File: src/rtl/mem2_stage.sv
// Registered MEM2 stage: holds one entry, waits for RAM read data on loads and
// formats it (lane select + extension). Optional MEM2_MISALIGN_TRAP_EN flags misaligned loads.
module mem2_stage #(
    parameter int XLEN = 32,
    localparam int OFFW = $clog2(XLEN / 8)
) (
    input  logic            clk,
    input  logic            rst,
    input  logic            flush,
    input  logic            in_valid,
    output logic            in_ready,
    input  logic [6:0]      opcode_in,
    input  logic [2:0]      funct3_in,
    input  logic [4:0]      rd_addr_in,
    input  logic [XLEN-1:0] rd_data_in,
    input  logic [OFFW-1:0] addr_lo_in,
    input  logic            ram_rvalid,
    input  logic [XLEN-1:0] ram_data,
    output logic            out_valid,
    input  logic            out_ready,
    output logic            rd_we_out,
    output logic [4:0]      rd_addr_out,
    output logic [XLEN-1:0] rd_data_out,
    output logic            exc_out
);

    localparam logic [6:0] OPC_LOAD   = 7'b0000011;
    localparam logic [6:0] OPC_STORE  = 7'b0100011;
    localparam logic [6:0] OPC_BRANCH = 7'b1100011;

    localparam logic [2:0] FUNCT3_B  = 3'b000;
    localparam logic [2:0] FUNCT3_H  = 3'b001;
    localparam logic [2:0] FUNCT3_W  = 3'b010;
    localparam logic [2:0] FUNCT3_D  = 3'b011;
    localparam logic [2:0] FUNCT3_BU = 3'b100;
    localparam logic [2:0] FUNCT3_HU = 3'b101;
    localparam logic [2:0] FUNCT3_WU = 3'b110;

    typedef enum logic [1:0] {EMPTY, WAIT_RAM, FULL} state_t;

    state_t          state, state_next;
    logic            accept, is_load, ram_take;
    logic [2:0]      ld_funct3;
    logic [4:0]      ld_rd_addr;
    logic [OFFW-1:0] ld_addr_lo;
    logic [OFFW-1:0] align_mask, aligned_off;
    logic [XLEN-1:0] lane, fmt_data, load_data;
    logic            fmt_ok, load_we;

    assign in_ready  = (state == EMPTY) || ((state == FULL) && out_ready);
    assign out_valid = (state == FULL);
    assign accept    = in_valid && in_ready;
    assign is_load   = (opcode_in == OPC_LOAD);
    assign ram_take  = (state == WAIT_RAM) && ram_rvalid;

    always_ff @(posedge clk or posedge rst) begin
        if (rst) begin
            state <= EMPTY;
        end else begin
            state <= state_next;
        end
    end

    always_comb begin
        state_next = state;
        if (flush) begin
            state_next = EMPTY;
        end else begin
            case (state)
                EMPTY:    if (accept) state_next = is_load ? WAIT_RAM : FULL;
                WAIT_RAM: if (ram_rvalid) state_next = FULL;
                FULL: begin
                    if (out_ready) begin
                        if (accept) state_next = is_load ? WAIT_RAM : FULL;
                        else        state_next = EMPTY;
                    end
                end
                default:  state_next = EMPTY;
            endcase
        end
    end

    // The access size is 1 << funct3[1:0] bytes; clearing the low offset bits
    // aligns the lane to it (and truncates misaligned offsets when not trapping).
    always_comb begin
        align_mask  = {OFFW{1'b1}} << ld_funct3[1:0];
        aligned_off = ld_addr_lo & align_mask;
        lane        = ram_data >> {aligned_off, 3'b000};
        fmt_data    = '0;
        fmt_ok      = 1'b1;
        case (ld_funct3)
            FUNCT3_B:  fmt_data = XLEN'($signed(lane[7:0]));
            FUNCT3_BU: fmt_data = XLEN'(lane[7:0]);
            FUNCT3_H:  fmt_data = XLEN'($signed(lane[15:0]));
            FUNCT3_HU: fmt_data = XLEN'(lane[15:0]);
            FUNCT3_W:  fmt_data = XLEN'($signed(lane[31:0]));
            FUNCT3_WU: begin
                if (XLEN == 64) fmt_data = XLEN'(lane[31:0]);
                else            fmt_ok   = 1'b0;
            end
            FUNCT3_D: begin
                if (XLEN == 64) fmt_data = lane;
                else            fmt_ok   = 1'b0;
            end
            default:   fmt_ok = 1'b0;
        endcase
    end

`ifdef MEM2_MISALIGN_TRAP_EN
    logic misaligned;

    assign misaligned = fmt_ok && (|(ld_addr_lo & ~align_mask));
    assign load_we    = !misaligned;
    assign load_data  = (fmt_ok && !misaligned) ? fmt_data : '0;

    always_ff @(posedge clk or posedge rst) begin
        if (rst) begin
            exc_out <= 1'b0;
        end else if (!flush) begin
            if (ram_take)                 exc_out <= misaligned;
            else if (accept && !is_load)  exc_out <= 1'b0;
        end
    end
`else
    assign exc_out   = 1'b0;
    assign load_we   = 1'b1;
    assign load_data = fmt_ok ? fmt_data : '0;
`endif

    // Result and pending-load registers; flush drops both the accept and the RAM return.
    always_ff @(posedge clk or posedge rst) begin
        if (rst) begin
            rd_we_out   <= 1'b0;
            rd_addr_out <= '0;
            rd_data_out <= '0;
            ld_funct3   <= '0;
            ld_rd_addr  <= '0;
            ld_addr_lo  <= '0;
        end else if (!flush) begin
            if (ram_take) begin
                rd_we_out   <= load_we;
                rd_addr_out <= ld_rd_addr;
                rd_data_out <= load_data;
            end else if (accept) begin
                if (is_load) begin
                    ld_funct3  <= funct3_in;
                    ld_rd_addr <= rd_addr_in;
                    ld_addr_lo <= addr_lo_in;
                end else begin
                    rd_we_out   <= !((opcode_in == OPC_BRANCH) || (opcode_in == OPC_STORE));
                    rd_addr_out <= rd_addr_in;
                    rd_data_out <= rd_data_in;
                end
            end
        end
    end

endmodule

File: config.mk
export PLATFORM = sky130hd
export DESIGN_NAME = mem2_stage
export DESIGN_NICKNAME = d
export VERILOG_FILES = /design/src/rtl/mem2_stage.sv
export SDC_FILE = /design/constraint.sdc
export NUM_CORES = 1
export LEC_CHECK = 0
export CAP_MARGIN = 20
export CORE_MARGIN = 8
export CORE_UTILIZATION = 48
export CTS_BUF_LIST = sky130_fd_sc_hd__clkbuf_2 sky130_fd_sc_hd__clkbuf_4 sky130_fd_sc_hd__clkbuf_8
export CTS_CLUSTER_SIZE = 28
export DETAILED_ROUTE_END_ITERATION = 8
export PLACE_DENSITY = 0.91
export SLEW_MARGIN = 15
export SYNTH_ARGS = -nofsm -noshare
export SYNTH_HDL_FRONTEND = slang
export SYNTH_SLANG_ARGS = --single-unit
File: constraint.sdc
create_clock -name clk -period 5.58 [get_ports clk]
set_clock_uncertainty 0.1 [all_clocks]
set_input_delay 0.558 -clock clk [delete_from_list [all_inputs] [get_ports clk]]
set_output_delay 0.558 -clock clk [all_outputs]
set_load 0.02 [all_outputs]
==> summary.md <==
| Metric | Value |
|---|---|
| Dpl cells | `496` |
| Worst-Margin Slew | `0.908 ns` |
| Most used flip-flop cell after synthesis | `dfrtp_1` |
| Cell taking the most area after synthesis | `dfrtp_1` |
| Top-count cell post-synth | `dfrtp_1` |
| Synth Area in Compound Gates | `roughly 28%` |
| Clock transition at path regs | `~0.10 ns` |
| Syn_area_per_cell | `between 9 and 10 sq um` |
| Switching Power | `roughly 340 uW` |
| Chip height | `97.3 um` |
| Warnings, synthesis | `0` |
| Simple-gate share of the synthesized area | `12.3%` |
| Fin. max-slew vios | `0` |
| Yosys cell types | `52` |
| PD cells | `around 240 nW/um^2` |
| DRC viols | `0` |
| Total number of vias | `2989` |
| Net Count, Synth | `405` |
| Fmax | `about 330 MHz` |
| CP Class | `input port to flip-flop` |
| CP Data Required Time | `about 5.7 ns` |
| GPL Wtd Cong | `0.918` |
| Final Non-Filler Cells | `slightly above 500` |
| CP arrival | `3.14 ns` |
| Antenna violations before repair | `0` |
| Final WL | `~10000 um` |
| Site Rows | `29` |
| Clk_lat worst skew | `0.31 ns` |
| Post-synth EDFFs | `0` |
| Hold Violations, Final | `0` |
| Die X | `just under 100 um` |
| Drt pass-1 iters | `4` |
| Adder-cell share of the synthesized area | `0%` |
| Clock Power Share | `22.5%` |
| Drt initial violations | `about 190` |
| Comb power frac | `35.6%` |
| Most frequent cells after synthesis | `dfrtp_1 (50), nand2_1 (29), nor2_1 (23)` |
| Max cap viols | `0` |
| Initial Util | `between 40% and 50%` |
| Post-Synth XOR/XNOR Area | `0%` |
| Share of layout cells above drive strength 1 | `between 15 and 20%` |
| Final cell utilization of the core | `70.3%` |
| H-tree Lvls | `2` |
| Unrepaired setup endpoints after global routing | `no` |
| CTS buffer count | `5` |
| Final setup viols | `0` |
| Root buffer cell | `clkbuf_8` |
| Setup TNS | `0 ns` |
| Area grow syn2layout | `41.5%` |
| Vias per cell | `~5.9` |
| CP endpoint kind | `flip-flop` |
| Slew headroom | `roughly 40%` |
| Async set-reset flop share out of synthesis | `100%` |
| Post-CTS sizing | `0` |
| Register share of total power | `around two fifths` |
| Core area | `around 6400 sq um` |
| Cell area after synthesis | `3170 sq um` |
| Crit path time final | `between 3 and 4 ns` |
| CP max FO | `24` |
| Post-Synthesis Cells | `318` |
| Largest cells by area after synthesis | `dfrtp_1 (39%), mux2_2 (7.5%), mux2_4 (4.7%)` |
| Peak VDD IR | `~0.14 mV` |
| Largest net degree at the start of global routing | `51` |
| Area share of the largest cell type after synthesis | `around two fifths` |
| Leak Pwr | `roughly 1.8 nW` |
| Post-synthesis mux area share | `14.1%` |
| Fraction of the cycle the final worst path needs | `a little over half` |
| Port bufs | `between 100 and 150` |
| Status | `finished clean` |
| Post-CTS setup buffers | `0` |
| Path type of the worst min-delay path | `flip-flop to flip-flop` |
| Total gr overflow | `0` |
| # IOs | `approximately 130` |
| Clock tree from TritonCTS | `built` |
| Worst-case clock buffer depth | `2` |
| Die area | `~9500 sq um` |
| Total global routing track utilization | `about a fifth` |
| Startpoint Class | `input port` |
| Sw Share | `around a third` |
| Routed Antenna Nets | `0` |
| # diodes | `0` |
| Sinks on Clock Net | `50` |
| Register bit total from synthesis | `50` |
| Nets | `around 510` |
| Vias in the first global route | `~3100` |
| Hpwl dp | `7720 um` |
| Wire length of the first global-routing pass | `about 16000 um` |
| Largest family of logic cells by synthesized area | `compound AO/OA/AOI/OAI gates` |
| DR WL/cell | `20.1 um` |
| Register area share after synthesis | `39.4%` |
| Hold buffer count at cts | `0` |
| Internal | `slightly above 700 uW` |
-- cells by family after synthesis --
group / after synthesis
buffers and inverters: 36
muxes: 37
DFF: 50
AOI/OAI and AO/OA: 115
other: 1
and+or+nand+nor: 79
-- path summary, 6_finish.rpt --
kind	startpoint	to	slack [ns]	depth (start not counted)
setup / recovery	opcode_in[3]	rd_data_out[23]$_DFFE_PP0P_	2.57	6
hold / removal	rd_addr_out[4]$_DFFE_PP0P_	rd_addr_out[4]$_DFFE_PP0P_	0.40	2
setup reg to reg	ld_funct3[1]$_DFFE_PP0P_	rd_data_out[4]$_DFFE_PP0P_	2.97	5
hold reg to reg	rd_addr_out[4]$_DFFE_PP0P_	rd_addr_out[4]$_DFFE_PP0P_	0.40	2
max in group asynchronous	rst	rd_data_out[14]$_DFFE_PP0P_	4.22	2
min in group asynchronous	rst	ld_rd_addr[2]$_DFFE_PP0P_	0.62	2
-- through the flow --
step                cell area (sq um)  worst slack, ns  total power, mW  hold WS (ns)
finish                           4490             2.57             1.06         0.404
CTS                              4490             2.62             1.07         0.405
global placement                 4380             2.43            0.819         0.366
global route                     4490             2.37             1.11         0.421
floorplan                        3170             3.50            0.632         0.380
detailed placement               4380             2.33            0.829         0.382
-- layer usage --
metal | up-vias | wire length [um] | GRT usage, % | part of all wire, %
met5 | - | 0 | 0 | 0
met4 | 0 | 457 | 11.0 | 4.5
met3 | 29 | 570 | 4.41 | 5.6
met2 | 131 | 5210 | 35.1 | 51
met1 | 1423 | 3910 | 23.8 | 39
li1 | 1406 | - | - | -
-- power by group through the flow --
| stage | registers (mW) | clock network (mW) | logic, mW |
|---|---|---|---|
| after floorplan | 0.505 | 0 | 0.127 |
| after global placement | 0.449 | 0 | 0.370 |
| after detailed placement | 0.452 | 0 | 0.377 |
| after CTS | 0.444 | 0.243 | 0.380 |
| after global routing | 0.451 | 0.254 | 0.402 |
| final | 0.444 | 0.239 | 0.378 |
-- layout by cell type, fill, tap and decap left out, drive strengths merged, types with 4 or more instances in the layout --
cell | synthesis | routed
a21oi | 11 | 11
a221oi | 8 | 8
a31oi | 16 | 16
buf | 23 | 4
clkbuf | 6 | 7
clkdlybuf4s50 | 0 | 126
dfrtp | 50 | 50
inv | 6 | 5
mux2 | 31 | 31
mux2i | 6 | 6
nand2 | 30 | 30
nand2b | 4 | 4
nand3 | 7 | 7
nor2 | 24 | 24
o21a | 9 | 9
o21ai | 24 | 24
o22ai | 16 | 16
o31a | 16 | 16
o32a | 8 | 8
-- area by class of cell --
cell class,instances,area [sq um]
fill,475,1900
multi-input combinational,232,1720
timing repair buffer,130,1290
sequential,50,1250
clock buffer,7,96.3
tap,77,96.3
inverter,7,27.5
clock inverter,1,8.76
-- flip-flops by register name, indices dropped and copies added (netlist names) --
name         cells
rd_data_out     32
ld_funct3        3
ld_addr_lo       2
rd_we_out        1
state            2
ld_rd_addr       5
rd_addr_out      5
-- critical path: stages --
cell	delay (ns)
clkdlybuf4s50_1	0.43
nor4b_2	0.32
and3_1	0.68
or2_1	0.70
o21ai_0	0.21
a31oi_1	0.23
No activity file was read; power rests on OpenSTA's default activity.
